## src/rtl/sram_arbiter.sv

```systemverilog
// sram_arbiter: shares one SRAM-like mem port between an instruction and a
// data requester. One transaction is in flight at a time: IDLE -> ADDR -> DATA.
//
// Ports
//   clk, resetn      : clock, async active-low reset
//   inst_*           : instruction requester (read-only, word fetch)
//   data_*           : data requester (read/write, size + byte strobes)
//   mem_*            : shared memory port (addr handshake, then data handshake)
module sram_arbiter #(
  parameter bit RR_EN = 1'b1
) (
  input  logic        clk,
  input  logic        resetn,

  input  logic        inst_req,
  input  logic [31:0] inst_addr,
  output logic        inst_addr_ok,
  output logic        inst_data_ok,
  output logic [31:0] inst_rdata,

  input  logic        data_req,
  input  logic        data_wr,
  input  logic [1:0]  data_size,
  input  logic [3:0]  data_wstrb,
  input  logic [31:0] data_addr,
  input  logic [31:0] data_wdata,
  output logic        data_addr_ok,
  output logic        data_data_ok,
  output logic [31:0] data_rdata,

  output logic        mem_req,
  output logic        mem_wr,
  output logic [1:0]  mem_size,
  output logic [3:0]  mem_wstrb,
  output logic [31:0] mem_addr,
  output logic [31:0] mem_wdata,
  input  logic        mem_addr_ok,
  input  logic        mem_data_ok,
  input  logic [31:0] mem_rdata
);

  typedef enum logic [1:0] {
    IDLE = 2'd0,
    ADDR = 2'd1,
    DATA = 2'd2
  } state_e;

  state_e      state_q, state_d;

  // Side owning the current transaction (1 = data).
  logic        gnt_data_q, gnt_data_d;

  // Last accepted grant; last_vld_q is 0 until the first acceptance.
  logic        last_vld_q, last_vld_d;
  logic        last_data_q, last_data_d;

  logic        wr_q, wr_d;
  logic [1:0]  size_q, size_d;
  logic [3:0]  wstrb_q, wstrb_d;
  logic [31:0] addr_q, addr_d;
  logic [31:0] wdata_q, wdata_d;

  logic        any_req;
  logic        pick_data;
  logic        accept;
  logic        done;
  logic        in_addr;

  assign any_req = inst_req | data_req;

  // Data wins unless inst is alone, or round-robin says inst's turn:
  // both requesting, RR enabled, and data took the previous grant.
  assign pick_data = data_req &
                     (~inst_req | ~RR_EN | ~last_vld_q | ~last_data_q);

  assign accept  = (state_q == IDLE) & any_req;
  assign done    = (state_q == DATA) & mem_data_ok;
  assign in_addr = (state_q == ADDR);

  // ---------------------------------------------------------------
  // State register
  // ---------------------------------------------------------------
  always_ff @(posedge clk or negedge resetn) begin
    if (!resetn) begin
      state_q <= IDLE;
    end else begin
      state_q <= state_d;
    end
  end

  // ---------------------------------------------------------------
  // Next-state logic
  // ---------------------------------------------------------------
  always_comb begin
    state_d = state_q;
    unique case (state_q)
      IDLE: if (any_req)     state_d = ADDR;
      ADDR: if (mem_addr_ok) state_d = DATA;
      DATA: if (mem_data_ok) state_d = IDLE;
      default:               state_d = IDLE;
    endcase
  end

  // ---------------------------------------------------------------
  // Transaction / arbitration registers
  // ---------------------------------------------------------------
  always_ff @(posedge clk or negedge resetn) begin
    if (!resetn) begin
      gnt_data_q  <= 1'b0;
      last_vld_q  <= 1'b0;
      last_data_q <= 1'b0;
      wr_q        <= 1'b0;
      size_q      <= 2'b00;
      wstrb_q     <= 4'b0000;
      addr_q      <= 32'h0;
      wdata_q     <= 32'h0;
    end else begin
      gnt_data_q  <= gnt_data_d;
      last_vld_q  <= last_vld_d;
      last_data_q <= last_data_d;
      wr_q        <= wr_d;
      size_q      <= size_d;
      wstrb_q     <= wstrb_d;
      addr_q      <= addr_d;
      wdata_q     <= wdata_d;
    end
  end

  always_comb begin
    gnt_data_d  = gnt_data_q;
    last_vld_d  = last_vld_q;
    last_data_d = last_data_q;
    wr_d        = wr_q;
    size_d      = size_q;
    wstrb_d     = wstrb_q;
    addr_d      = addr_q;
    wdata_d     = wdata_q;
    if (accept) begin
      gnt_data_d  = pick_data;
      last_vld_d  = 1'b1;
      last_data_d = pick_data;
      if (pick_data) begin
        wr_d    = data_wr;
        size_d  = data_size;
        wstrb_d = data_wstrb;
        addr_d  = data_addr;
        wdata_d = data_wdata;
      end else begin
        // Fetches are always full-word reads.
        wr_d    = 1'b0;
        size_d  = 2'b10;
        wstrb_d = 4'b0000;
        addr_d  = inst_addr;
        wdata_d = 32'h0;
      end
    end
  end

  // ---------------------------------------------------------------
  // Outputs
  // ---------------------------------------------------------------
  always_comb begin
    // resetn gates addr_ok: requests may be high while reset is held.
    inst_addr_ok = resetn & accept & ~pick_data;
    data_addr_ok = resetn & accept & pick_data;

    inst_data_ok = done & ~gnt_data_q;
    data_data_ok = done & gnt_data_q;

    inst_rdata   = inst_data_ok ? mem_rdata : 32'h0;
    data_rdata   = data_data_ok ? mem_rdata : 32'h0;

    mem_req      = in_addr;
    mem_wr       = in_addr & wr_q;
    mem_size     = in_addr ? size_q  : 2'b00;
    mem_wstrb    = in_addr ? wstrb_q : 4'b0000;
    mem_addr     = in_addr ? addr_q  : 32'h0;
    mem_wdata    = in_addr ? wdata_q : 32'h0;
  end

endmodule
```

## config.mk

```make
export PLATFORM = sky130hd
export DESIGN_NAME = sram_arbiter
export DESIGN_NICKNAME = d
export VERILOG_FILES = /design/src/rtl/sram_arbiter.sv
export SDC_FILE = /design/constraint.sdc
export NUM_CORES = 1
export LEC_CHECK = 0
export ABC_AREA = 1
export BUFFER_PORTS_ARGS = -buffer_cell sky130_fd_sc_hd__buf_2
export CAP_MARGIN = 20
export CORE_AREA = 2 2 110 112
export CTS_CLUSTER_DIAMETER = 120
export DETAILED_ROUTE_END_ITERATION = 8
export DIE_AREA = 0 0 112 114
export PLACE_DENSITY = 0.76
export RECOVER_POWER = 25
export REMOVE_ABC_BUFFERS = 1
export SKIP_CTS_REPAIR_TIMING = 1
export SLEW_MARGIN = 5
export SYNTH_ARGS = -nofsm -noshare
export SYNTH_HDL_FRONTEND = slang
export SYNTH_SLANG_ARGS = --single-unit
```

## constraint.sdc

```tcl
create_clock -name clk -period 2.2 [get_ports clk]
set_input_delay 0.66 -clock clk [delete_from_list [all_inputs] [get_ports clk]]
set_output_delay 0.66 -clock clk [all_outputs]
set_load 0.01 [all_outputs]
```

==> results of run 1 <==
[cells in the final DEF (no fill, tap or decap)]
master and instances:
bufinv_16 1, dfrtp_1 75, clkinv_2 1, nand2_1 214, inv_1 175, clkbuf_1 1, nand4_1 2, nor2_2 2
clkbuf_16 9, diode_2 5, nand3_2 1, nor3_1 1, inv_2 1, o21ai_4 1, inv_6 1, o21ai_0 3
nand2_2 2, or2_2 1, clkbuf_8 2, clkinvlp_4 1, clkinv_4 1, buf_12 4, o31ai_1 1, buf_2 279
nor2_1 136, buf_4 8, nand3_1 64, clkbuf_2 2
[flip-flops by register name, indices dropped and copies added, names as in the netlist]
signal,cells
wr_q,1
wstrb_q,4
state_q,2
size_q,2
wdata_q,32
last_vld_q,1
last_data_q,1
addr_q,32
[power groups by stage]
stage	clock, W	combinational, W	sequential, W
3_3_place_gp	0	0.00326	0.00232
3_5_place_dp	0	0.00331	0.00233
6_report	0.00151	0.00324	0.00233
5_1_grt	0.00161	0.00368	0.00241
4_1_cts	0.00155	0.00332	0.00233
2_1_floorplan	0	0.00198	0.00226
[layer usage]
metal	vias to the layer above	GRT usage (%)
li1	2567	-
met1	2231	23.72
met2	198	41.45
met3	43	3.029
met4	0	14.88
met5	-	0
[path summary, 6_finish.rpt]
check,slack (ps),to,cells past startpoint,from
worst max-delay path,80,mem_wdata[22],5,state_q[1]
worst min-delay path,480,addr_q[28],2,addr_q[28]
worst max register to register,270,wdata_q[30],7,state_q[0]
worst min register to register,480,addr_q[28],2,addr_q[28]
max in group asynchronous,340,addr_q[18],3,resetn
min in group asynchronous,820,addr_q[9],2,resetn
[final cells by class]
cell class	count	share of cell area, %
Clock buffer	11	3.994
Clock inverter	5	0.9490
Inverter	176	10.44
Tap cell	147	2.906
Sequential cell	75	29.66
Timing Repair Buffer	294	24.50
Multi-Input combinational cell	428	27.36
Antenna cell	5	0.1977
[cells in the mapped netlist, drive strengths merged]
library cell	n	area, um2
buf	19	127.6
clkbuf	19	71.32
dfrtp	75	1877
inv	176	660.6
nand2	216	813.3
nand3	65	330.3
nand4	2	12.51
nor2	138	518.0
nor3	1	5.000
o21ai	4	23.77
o31ai	1	7.510
or2	1	6.260
[tightest hold or removal path, stage by stage, from the launching register on]
cell and delay [ps]:
dfrtp_1 340, nand2_1 50, nand2_1 50
[kinds of logic (layout without fill, tap and decap cells)]
family / Yosys count / count (layout)
compound gates: 5 / 5
buf+inv: 214 / 486
other cells: 0 / 5
simple gates: 423 / 423
flops: 75 / 75
[through the flow]
| stage | power (W) | area, um2 | TNS (ps) |
|---|---|---|---|
| CTS | 0.007192 | 6335 | 0 |
| detailed placement | 0.005643 | 6022 | 0 |
| global route | 0.007692 | 6329 | 0 |
| finish | 0.007075 | 6329 | 0 |
| floorplan | 0.004232 | 4254 | -106950 |
| global placement | 0.005573 | 6022 | 0 |
==> qor.csv, run 1 <==
stage,metric,value,unit
run_status,status,"complete, no violations",
final_layout,register area,1877,um2
clock_tree,number of H-tree levels,3,
yosys,xor-xnor portion of the synthesized cell area,0,%
global_route,antenna violations before repair,5,
drt,1st-iter DRT viols,201,
floorplan,Die ar.,12770,um2
power,P_int,0.004114,W
global_route,largest net degree at the start of global routing,74,
global_route,first-pass GRT wire length,22480,um
yosys,#FFs+latches synth,75,
drt,met3 WL post-DR,817,um
global_route,vias in the first global route,4698,
floorplan,Core ar.,11710,um2
clock_tree,Num CTS Buffers,9,
power,VDD IR max,0.7654,mV
floorplan,Die Y,114,um
critical_path,CP bufs+invs,3,
final_layout,final core area utilization,54.04,%
timing,unrepaired setup endpoints after global routing,false,
timing,hold slack,475.6,ps
global_route,Total GRT Usage,22.36,%
power,Psw,0.002961,W
yosys,Synth Area in Simple Gates,37.85,%
timing,Final Max Slew Viols,0,
yosys,"Seq/Total Area, Yosys",42.15,%
timing,fin crit period,2121,ps
power,part of the power in registers,32.9,%
drt,Post-Route WL,14600,um
critical_path,critical path type,reg2out,
drt,ANT nets after route,0,
drt,wl on met1,5417,um
timing,crit share post-route,96.42,%
final_layout,layout cell share with drive strength beyond 1,32.05,%
critical_path,worst path cell trace,inv_1 -> nand2_2 -> buf_12 -> nor2_1 -> buf_2,
power,Pwr per Cell Area,1118,nW/um2
yosys,Netlist cell types,18,
global_route,Overflow after GRT,0,
power,power share of the combinational group,45.8,%
yosys,Synth Area in Adders,0,%
drt,1st-pass router iterations,5,
clock_tree,Max Buffers Root-to-Sink,2,
power,sw frac,41.85,%
drt,Post-route DRC,0,
drt,routed vias,5039,
clock_tree,CTS tree,yes,
final_layout,Multi-input gate area,1732,um2
drt,Top Layer Used,met4,
final_layout,Area Growth Syn to Fin,42.12,%
timing,Final Setup Violations,0,
drt,WL met2,7564,um
yosys,Mean Syn Cell Area,6.211,um2
min_path,Hold/Removal Path Class,reg2reg,
critical_path,Crit path arrival time,1460,ps
timing,Clock Skews,4.458,ps
floorplan,I/O Pins,281,
place,Port Buffers,280,
floorplan,Starting Density,38.02,%
timing,Worst-Margin Slew,1121,ps
timing,max frequency,471.4,MHz
yosys,post-synthesis cell area,4453,um2
yosys,largest family of logic cells by synthesized area,simple AND/OR/NAND/NOR gates,
timing,Fin. Hold Viols,0,
clock_tree,Clock Tree Root,clkbuf_16,
final_layout,Non-Filler Instances,1141,
floorplan,Cell Rows,40,
final_layout,fill count,1179,
flow_run,max-capacitance violation count,0,
critical_path,CP Capture Type,primary output,
power,clock share of power,21.3,%
yosys,Yosys warning total,0,
drt,vias per cell,4.416,
floorplan,die width,112,um
drt,WL per Instance,12.80,um
clock_tree,Clock transition at path regs,60,ps
clock_tree,clock latency on the worst-skew pair,330,ps
place,Placer Congestion,0.8901,
critical_path,worst-path fanout max,73,
final_layout,Final #Nets,1125,
timing,worst setup margin,78.82,ps
critical_path,Required @ worst endpoint,1540,ps
yosys,compound-cell area share of the yosys netlist,0.7024,%
critical_path,crit start category,flip-flop,
power,P_leak,4.301,nW
critical_path,CP top delay family,buffers and inverters,
yosys,post-synthesis mux area share,0,%
yosys,Mapped Cells,717,
place,Placed Cells incl. Taps,1120,
clock_tree,Sink Count,75,
critical_path,crit-path max cell delay,400,ps
place,dpl hpwl,11240,um
place,worst slack at placement,172.8,ps
timing,slew margin rel.,25.24,%
critical_path,slowest CP cell,dfrtp_1,
Note: power is estimated with default switching activity, not from simulation.
==> run 2: changes to the inputs <==
--- a/config.mk
+++ b/config.mk
@@ -9,6 +9,7 @@
 export BUFFER_PORTS_ARGS = -buffer_cell sky130_fd_sc_hd__buf_2
 export CAP_MARGIN = 20
 export CORE_AREA = 2 2 110 112
+export CTS_BUF_LIST = sky130_fd_sc_hd__clkbuf_16
 export CTS_CLUSTER_DIAMETER = 120
 export DETAILED_ROUTE_END_ITERATION = 8
 export DIE_AREA = 0 0 112 114
==> run 2 against run 1 <==
- sequential power hardly changed
- global-route usage hardly changed
- clock skew is 1.2 ps higher
- utilization hardly changed
- die area stayed put
- setup slack worse by 6.0 ps
- cell area hardly changed
- clock-buffer cell count is 2 lower
==> qor.csv, run 2 (synthesis gave the netlist of run 1 again) <==
stage,metric,value,unit,change
floorplan,Die ar.,12770,um2,unchanged
drt,vias per cell,4.410,,was 4.416
timing,slew margin rel.,26.19,%,was 25.24%
power,clock share of power,20.5,%,was 21.3%
clock_tree,Clock transition at path regs,60,ps,about the same
power,part of the power in registers,33.2,%,was 32.9%
final_layout,finished layout cell area,6324,um2,was 6329 um2
place,worst slack at placement,172.8,ps,unchanged
floorplan,Starting Density,38.02,%,unchanged
critical_path,Crit path arrival time,1470,ps,was 1460 ps
min_path,hold_sp,addr_q[28],,unchanged
drt,WL per Instance,12.82,um,was 12.80 um
min_path,Hold/Removal Path Class,reg2reg,,unchanged
critical_path,Critical R2R Launch,state_q[0],,unchanged
critical_path,r2r setup slk,450,ps,was 270 ps
drt,wl on met1,5476,um,was 5417 um
timing,crit share post-route,96.69,%,was 96.42%
floorplan,Die Y,114,um,unchanged
critical_path,R2R Path End,addr_q[19],,was wdata_q[30]
final_layout,Top Registers,"addr_q (32), wdata_q (32), wstrb_q (4)",,unchanged
floorplan,I/O Pins,281,,unchanged
place,Placer Congestion,0.8901,,unchanged
timing,Final Max Slew Viols,0,,unchanged
timing,Worst-Margin Slew,1107,ps,was 1121 ps
timing,Fin. Hold Viols,0,,unchanged
drt,Top Layer Used,met4,,unchanged
final_layout,final core area utilization,54.00,%,was 54.04%
clock_tree,Clock Tree Root,clkbuf_16,,unchanged
drt,1st-iter DRT viols,232,,was 201
place,Placed Cells incl. Taps,1120,,unchanged
drt,ANT nets after route,0,,unchanged
critical_path,slowest CP cell,dfrtp_1,,unchanged
clock_tree,Sink Count,75,,unchanged
clock_tree,clock latency on the worst-skew pair,330,ps,about the same
final_layout,layout cell share with drive strength beyond 1,31.85,%,was 32.05%
timing,Final Setup Violations,0,,unchanged
final_layout,Final #Nets,1125,,unchanged
critical_path,worst-path fanout max,73,,unchanged
drt,WL met2,7601,um,was 7564 um
global_route,Total GRT Usage,22.35,%,was 22.36%
critical_path,worst path cell trace,inv_1 -> nand2_2 -> buf_12 -> nor2_1 -> buf_2,,unchanged
critical_path,crit-path max cell delay,400,ps,about the same
timing,Clock Skews,5.615,ps,was 4.458 ps
drt,Post-route DRC,0,,unchanged
drt,1st-pass router iterations,4,,was 5
final_layout,"most common cell after layout, fill and taps aside",buf_2,,unchanged
global_route,first-pass GRT wire length,22460,um,was 22480 um
drt,Post-Route WL,14630,um,was 14600 um
power,P_leak,4.294,nW,was 4.301 nW
run_status,status,"complete, no violations",,unchanged
final_layout,Non-Filler Instances,1141,,unchanged
floorplan,die width,112,um,unchanged
floorplan,Core ar.,11710,um2,unchanged
critical_path,CP Capture Type,primary output,,unchanged
timing,max frequency,470.1,MHz,was 471.4 MHz
critical_path,Required @ worst endpoint,1540,ps,about the same
clock_tree,Num CTS Buffers,9,,unchanged
power,power share of the combinational group,46.4,%,was 45.8%
global_route,largest net degree at the start of global routing,74,,unchanged
timing,worst setup margin,72.77,ps,was 78.82 ps
critical_path,crit start category,flip-flop,,unchanged
timing,unrepaired setup endpoints after global routing,false,,unchanged
flow_run,max-capacitance violation count,0,,unchanged
min_path,Worst Hold End,addr_q[28],,unchanged
clock_tree,CTS tree,yes,,unchanged
power,VDD IR max,0.7668,mV,was 0.7654 mV
clock_tree,Max Buffers Root-to-Sink,2,,unchanged
critical_path,worst r2r path cells,6,,was 7
critical_path,critical path type,reg2out,,unchanged
power,sw frac,42.26,%,was 41.85%
global_route,vias in the first global route,4697,,was 4698
power,Psw,0.002970,W,was 0.002961 W
global_route,Overflow after GRT,0,,unchanged
global_route,antenna violations before repair,5,,unchanged
place,Placed Area,6022,um2,unchanged
drt,met3 WL post-DR,760,um,was 817 um
floorplan,Cell Rows,40,,unchanged
final_layout,most frequent cells in the layout,"buf_2 (279), nand2_1 (214), inv_1 (175)",,unchanged
critical_path,CP bufs+invs,3,,unchanged
power,Pwr per Cell Area,1111,nW/um2,was 1118 nW/um2
power,P_int,0.004058,W,was 0.004114 W
clock_tree,number of H-tree levels,3,,unchanged
critical_path,CP top delay family,buffers and inverters,,unchanged
drt,routed vias,5032,,was 5039
final_layout,Area Growth Syn to Fin,42.01,%,was 42.12%
timing,fin crit period,2127,ps,was 2121 ps
place,dpl hpwl,11240,um,unchanged
min_path,hold path cells,2,,unchanged
place,Port Buffers,280,,unchanged
-- run 2: changes by cell type in the layout (fill, tap and decap cells not counted), sizes merged --
cell    previous run  this run
buf              291       292
clkbuf            14        11
clkinv             2         4
-- run 2: worst max path at each step --
| stage | end | start | cells past startpoint | slack [ps] |
|---|---|---|---|---|
| after floorplan | size_q[0] | data_req | 4 | -1150 |
| after global routing | addr_q[10] | resetn | 3 | 9 |
| after detailed placement | inst_rdata[8] | mem_data_ok | 5 | 170 |
| after global placement | addr_q[19] | data_req | 6 | 180 |
| final | mem_wdata[22] | state_q[1] | 5 | 70 |
| after CTS | inst_addr_ok | state_q[0] | 4 | 80 |
-- run 2: worst min-delay path: stages (launching register included) --
cell	delay [ps]
dfrtp_1	340
nand2_1	50
nand2_1	50
-- run 2: per-layer routing --
layer / track usage [%] / up-vias
li1: - / 2566
met1: 23.65 / 2236
met2: 41.49 / 189
met3: 3.029 / 41
met4: 14.88 / 0
met5: 0 / -
-- run 2: cell type report --
class                           count  area [um2]
Antenna cell                        5       12.51
Inverter                          176       660.6
Multi-Input combinational cell    428        1732
Clock inverter                      7       67.56
Clock buffer                        9       225.2
Tap cell                          147       183.9
Fill cell                        1177        5388
Sequential cell                    75        1877
Timing Repair Buffer              294        1565
-- run 2: metrics by stage --
step / TNS [ps] / hold WS, ps / power (W)
2_1_floorplan: -106950 / 364.4 / 0.004232
3_3_place_gp: 0 / 461.4 / 0.005573
3_5_place_dp: 0 / 465.2 / 0.005643
4_1_cts: 0 / 481.0 / 0.007118
5_1_grt: 0 / 489.9 / 0.007636
6_report: 0 / 475.6 / 0.007027
-- run 2: power groups by stage --
stage / Combinational (W) / Clock, W / Sequential [W]
4_1_cts: 0.00332 / 0.00148 / 0.00233
2_1_floorplan: 0.00198 / 0 / 0.00226
3_5_place_dp: 0.00331 / 0 / 0.00233
6_report: 0.00326 / 0.00144 / 0.00233
3_3_place_gp: 0.00326 / 0 / 0.00232
5_1_grt: 0.00369 / 0.00153 / 0.00241
